$ cat src/rtl/pingpong_readout_ctrl.sv
// pingpong_readout_ctrl: read-side sequencer for the ping-pong sample RAM.
// Waits for a filled half, reads each word over a 1-cycle-latency RAM port,
// forwards it on a valid/ready stream and pulses ack_o once the last word
// has been accepted.
//
// Optional build macro: PP_RDCTRL_OVERRUN_EN
//   defined   -> buffer_ready_i rising-edge detector and saturating overrun counter
//   undefined -> no overrun logic, overrun_cnt_o tied to zero
//
// state | meaning
// ------+-------------------------------------------------------------
// IDLE  | waiting for buffer_ready_i && enable_i
// FETCH | read strobe for word idx
// LATCH | RAM data arrives, captured into the stream register
// SEND  | word offered downstream until accepted
// ACK   | one-cycle release of the half back to the writer
// GAP   | one cycle in which buffer_ready_i is ignored
module pingpong_readout_ctrl #(
  parameter int DEPTH  = 512,
  parameter int DATA_W = 16,
  parameter int ADDR_W = $clog2(DEPTH)
) (
  input  logic              clk_i,
  input  logic              rst_ni,
  input  logic              enable_i,
  input  logic              buffer_ready_i,
  output logic              rd_en_o,
  output logic [ADDR_W-1:0] rd_addr_o,
  input  logic [DATA_W-1:0] rd_data_i,
  output logic              ack_o,
  output logic              m_valid_o,
  output logic [DATA_W-1:0] m_data_o,
  output logic              m_last_o,
  input  logic              m_ready_i,
  output logic              busy_o,
  output logic [7:0]        overrun_cnt_o
);

  typedef enum logic [2:0] {
    S_IDLE,
    S_FETCH,
    S_LATCH,
    S_SEND,
    S_ACK,
    S_GAP
  } state_t;

  state_t            state;
  state_t            state_nxt;
  logic [ADDR_W-1:0] idx;
  logic              last_word;
  logic              start;
  logic              advance;
  logic [DATA_W-1:0] data_q;
  logic              last_q;

  assign last_word = (idx == ADDR_W'(DEPTH - 1));

  // state register
  always_ff @(posedge clk_i or negedge rst_ni) begin
    if (!rst_ni) begin
      state <= S_IDLE;
    end else begin
      state <= state_nxt;
    end
  end

  // next-state decode and state-decoded outputs
  always_comb begin
    state_nxt = state;
    start     = 1'b0;
    advance   = 1'b0;
    rd_en_o   = 1'b0;
    m_valid_o = 1'b0;
    ack_o     = 1'b0;
    case (state)
      S_IDLE: begin
        if (buffer_ready_i && enable_i) begin
          start     = 1'b1;
          state_nxt = S_FETCH;
        end
      end
      S_FETCH: begin
        rd_en_o   = 1'b1;
        state_nxt = S_LATCH;
      end
      S_LATCH: begin
        state_nxt = S_SEND;
      end
      S_SEND: begin
        m_valid_o = 1'b1;
        if (m_ready_i) begin
          if (last_word) begin
            state_nxt = S_ACK;
          end else begin
            advance   = 1'b1;
            state_nxt = S_FETCH;
          end
        end
      end
      S_ACK: begin
        ack_o     = 1'b1;
        state_nxt = S_GAP;
      end
      S_GAP: begin
        state_nxt = S_IDLE;
      end
      default: begin
        state_nxt = S_IDLE;
      end
    endcase
  end

  // word index: reloaded on every start, stepped after each non-final handshake
  always_ff @(posedge clk_i or negedge rst_ni) begin
    if (!rst_ni) begin
      idx <= '0;
    end else if (start) begin
      idx <= '0;
    end else if (advance) begin
      idx <= idx + ADDR_W'(1);
    end
  end

  // stream register: loaded only in LATCH so it holds steady through stalls
  always_ff @(posedge clk_i or negedge rst_ni) begin
    if (!rst_ni) begin
      data_q <= '0;
      last_q <= 1'b0;
    end else if (state == S_LATCH) begin
      data_q <= rd_data_i;
      last_q <= last_word;
    end
  end

  assign rd_addr_o = idx;
  assign m_data_o  = data_q;
  assign m_last_o  = last_q;
  assign busy_o    = (state != S_IDLE);

`ifdef PP_RDCTRL_OVERRUN_EN
  logic       ready_q;
  logic [7:0] ovr_cnt;

  // a new half arriving while a drain is in flight is an overrun
  always_ff @(posedge clk_i or negedge rst_ni) begin
    if (!rst_ni) begin
      ready_q <= 1'b0;
      ovr_cnt <= 8'd0;
    end else begin
      ready_q <= buffer_ready_i;
      if (buffer_ready_i && !ready_q && (state != S_IDLE) && (ovr_cnt != 8'hFF)) begin
        ovr_cnt <= ovr_cnt + 8'd1;
      end
    end
  end

  assign overrun_cnt_o = ovr_cnt;
`else
  assign overrun_cnt_o = 8'd0;
`endif

endmodule

$ cat config.mk
export PLATFORM = sky130hd
export DESIGN_NAME = pingpong_readout_ctrl
export DESIGN_NICKNAME = d
export VERILOG_FILES = /design/src/rtl/pingpong_readout_ctrl.sv
export SDC_FILE = /design/constraint.sdc
export NUM_CORES = 1
export LEC_CHECK = 0
export CAP_MARGIN = 20
export CELL_PAD_IN_SITES_DETAIL_PLACEMENT = 0
export CELL_PAD_IN_SITES_GLOBAL_PLACEMENT = 2
export CORE_AREA = 4 4 88 70
export CTS_CLUSTER_SIZE = 25
export DETAILED_ROUTE_END_ITERATION = 6
export DIE_AREA = 0 0 92 74
export GPL_TIMING_DRIVEN = 1
export PLACE_DENSITY_LB_ADDON = 0.1
export REMOVE_ABC_BUFFERS = 1
export SLEW_MARGIN = 15
export SYNTH_ARGS = -nofsm -noshare
export SYNTH_HDL_FRONTEND = slang
export SYNTH_SLANG_ARGS = --single-unit
$ cat constraint.sdc
create_clock -name clk_i -period 3.3 [get_ports clk_i]
set_clock_uncertainty 0.2 [all_clocks]
set_input_delay 0.495 -clock clk_i [delete_from_list [all_inputs] [get_ports clk_i]]
set_output_delay 0.495 -clock clk_i [all_outputs]
set_load 0.01 [all_outputs]
==> run_results.csv <==
group,metric,value,unit
drt,wl_per_cell,13.4,um
drt,drtIter0Drc,32,
timing,worstMarginPinSlew,0.856,ns
logic_synthesis,synth_common_cells,"29 x dfrtp_1, 15 x mux2_2, 10 x buf_4",
logic_synthesis,yosysWarnings,0,
logic_synthesis,synth_area_leaders,"dfrtp_1 50%, mux2_2 12%, buf_4 5.2%",
power,peakVddDrop,0.000312,V
worst_setup_path,worst-setup-path-type,"reg2out",
worst_setup_path,cp_max_fo,10,
die,dieArea,0.00681,mm2
grt,grt_use_total,9.86,%
clock_network,path_clk_slew,0.06,ns
worst_setup_path,required,2.60,ns
outcome,status,"finished clean",
timing,fmax,393,MHz
clock_network,insertion_delay,0.27,ns
power,p_sw,514,uW
clock_network,post_cts_buffers,0,
layout,syn_to_final_growth,40.1,%
drt,routed_wl,3260,um
worst_hold_path,hold_path_class,"reg2reg",
worst_setup_path,reg2reg_from,"rd_addr_o[0]",
worst_setup_path,startpoint_type,"flop",
worst_setup_path,crit_buf_inv,1,
logic_synthesis,synth_top_area_share,50.4,%
grt,grt_max_degree,30,
timing,finalSetupViolCount,0,
placed_design,port_buffers,50,
power,clkPwrFrac,17.6,%
power,switching_share,32.5,%
grt,overflow,0,
power,combPwrFrac,44.1,%
power,p_int,1070,uW
layout,nets,191,
logic_synthesis,synth_area,0.00144,mm2
clock_network,cts_root_buffer,"clkbuf_8",
timing,fin_tns_setup,0,ns
timing,period_needed,2.55,ns
layout,num_antenna_cells,0,
drt,vias_per_cell,4.26,
worst_setup_path,end_kind,"output pin",
die,num_rows,23,
power,powerDensity,784,mW/mm2
layout,drive_above_1_share,14.2,%
worst_hold_path,hold_start,"m_data_o[14]",
logic_synthesis,synth_area_per_cell,12.2,um2
timing,relSlewSlack,42.8,%
drt,firstDrtPassIters,4,
worst_setup_path,worstPathArrival,1.85,ns
logic_synthesis,synth_edf_count,0,
clock_network,cts.repair.resized,0,
logic_synthesis,yosysTopAreaCell,"dfrtp_1",
grt,grt_pass1_vias,1017,
timing,slew_viol_final,0,
die,pin_count,59,
clock_network,cts_tree,"yes",
grt,antenna_found_initial,0,
power,power_frac_seq,38.2,%
die,start_util,27.5,%
worst_setup_path,cp_slowest_cell,"or3_1",
timing,finalCritPeriodShare,77.2,%
placed_design,place_congestion,0.772,
drt,final_antenna_net_count,0,
logic_synthesis,synth.most_common_cell,"dfrtp_1",
worst_setup_path,slowest_delay,0.55,ns
drt,vias,1039,
logic_synthesis,synthArstFlopShare,100,%
clock_network,htree_levels,2,
die,core,0.00524,mm2
drt,drcViolationCount,0,
timing,rsz0062_at_grt,"false",
grt,grt_pass1_wl,5090,um
die,die_y,74,um
timing,hold_viol_final,0,
logic_synthesis,ys_seq_elements,29,
logic_synthesis,ys.flop_type,"dfrtp_1",
die,die_x,92,um
worst_setup_path,crit_start,"state[2]",
logic_synthesis,yosysUniqueCellTypes,34,
job,cap_viol_max_count,0,
power,p_leak,0.000827,uW
clock_network,cts_buffers,5,
worst_setup_path,path_cells,"or3_1, clkdlybuf4s50_1",
logic_synthesis,synthCells,118,
clock_network,cts_hold_buffers,0,
logic_synthesis,yosysSeqAreaShare,50.4,%
clock_network,max-clock-path-buffers,2,
worst_setup_path,critPathTopFamily,"simple AND/OR/NAND/NOR gates",
placed_design,dp_hpwl,2440,um
clock_network,clock-sinks,29,
layout,final_util,38.5,%
-- layout make-up --
class,count,area (um2)
fillers,510,3220
flip-flops and latches,29,726
multi-input cells,80,604
repair buffers,51,508
well taps,75,93.8
clock buffers,8,80.1
inverters,1,3.75
-- cells in the final DEF (no fill, tap or decap), types with 2 or more instances in the layout --
cell / Yosys / final
clkdlybuf4s50_1: 0 / 50
dfrtp_1: 29 / 29
mux2_2: 15 / 15
o21ai_0: 9 / 9
conb_1: 1 / 8
nand3_1: 5 / 5
nand2_1: 5 / 5
clkbuf_8: 0 / 5
nor2_1: 4 / 4
or3_1: 3 / 3
mux2i_1: 3 / 3
a21oi_1: 3 / 3
clkbuf_1: 0 / 3
nor3_1: 2 / 2
o31ai_1: 2 / 2
mux2_1: 2 / 2
ha_1: 2 / 2
-- per-layer routing --
metal | routed length [um] | vias up | global-route usage, %
li1 | - | 508 | -
met1 | 1520 | 486 | 12.8
met2 | 1460 | 40 | 14.6
met3 | 232 | 5 | 3.44
met4 | 52 | 0 | 5.44
met5 | 0 | - | 0
-- cell families (layout without fill, tap and decap cells) --
| family | after synthesis | in the layout | share of synthesized area, % |
|---|---|---|---|
| buffers and inverters | 16 | 60 | 9.39 |
| other | 1 | 8 | 0.261 |
| AOI/OAI and AO/OA | 19 | 19 | 8.00 |
| and+or+nand+nor | 31 | 31 | 14.8 |
| DFF | 29 | 29 | 50.4 |
| adders and majority gates | 2 | 2 | 1.74 |
| muxes | 20 | 20 | 15.4 |
-- registers in the layout, indices dropped and copies added, names as in the netlist --
name       count
m_data_o      16
m_last_o       1
rd_addr_o      9
state          3
-- metrics by stage --
step	hold slack (ns)	setup WS [ns]	instances	total power [uW]	area, um2
after floorplan	-0.000591	1.17	110	937	1330
after global placement	0.270	1.06	236	1320	1940
after detailed placement	0.277	1.03	236	1330	1940
after CTS	0.292	0.730	244	1610	2020
after global routing	0.316	0.679	244	1680	2020
final	0.286	0.752	244	1580	2020
-- power groups by stage --
| stage | sequential [uW] | combinational [uW] | clock, uW |
|---|---|---|---|
| after CTS | 607 | 714 | 291 |
| after floorplan | 657 | 280 | 0 |
| after global routing | 629 | 750 | 304 |
| final | 604 | 697 | 279 |
| after detailed placement | 614 | 712 | 0 |
| after global placement | 607 | 714 | 0 |
-- worst paths after layout --
path | endpoint | slack, ns | cells after the start
min in group asynchronous | rd_addr_o[8] | 0.41 | 2
min reg2reg | m_data_o[14] | 0.29 | 1
max reg2reg | rd_addr_o[5] | 1.01 | 7
max | busy_o | 0.75 | 2
min | m_data_o[14] | 0.29 | 1
max in group asynchronous | m_data_o[0] | 2.21 | 2
(Power assumes the default switching activity.)
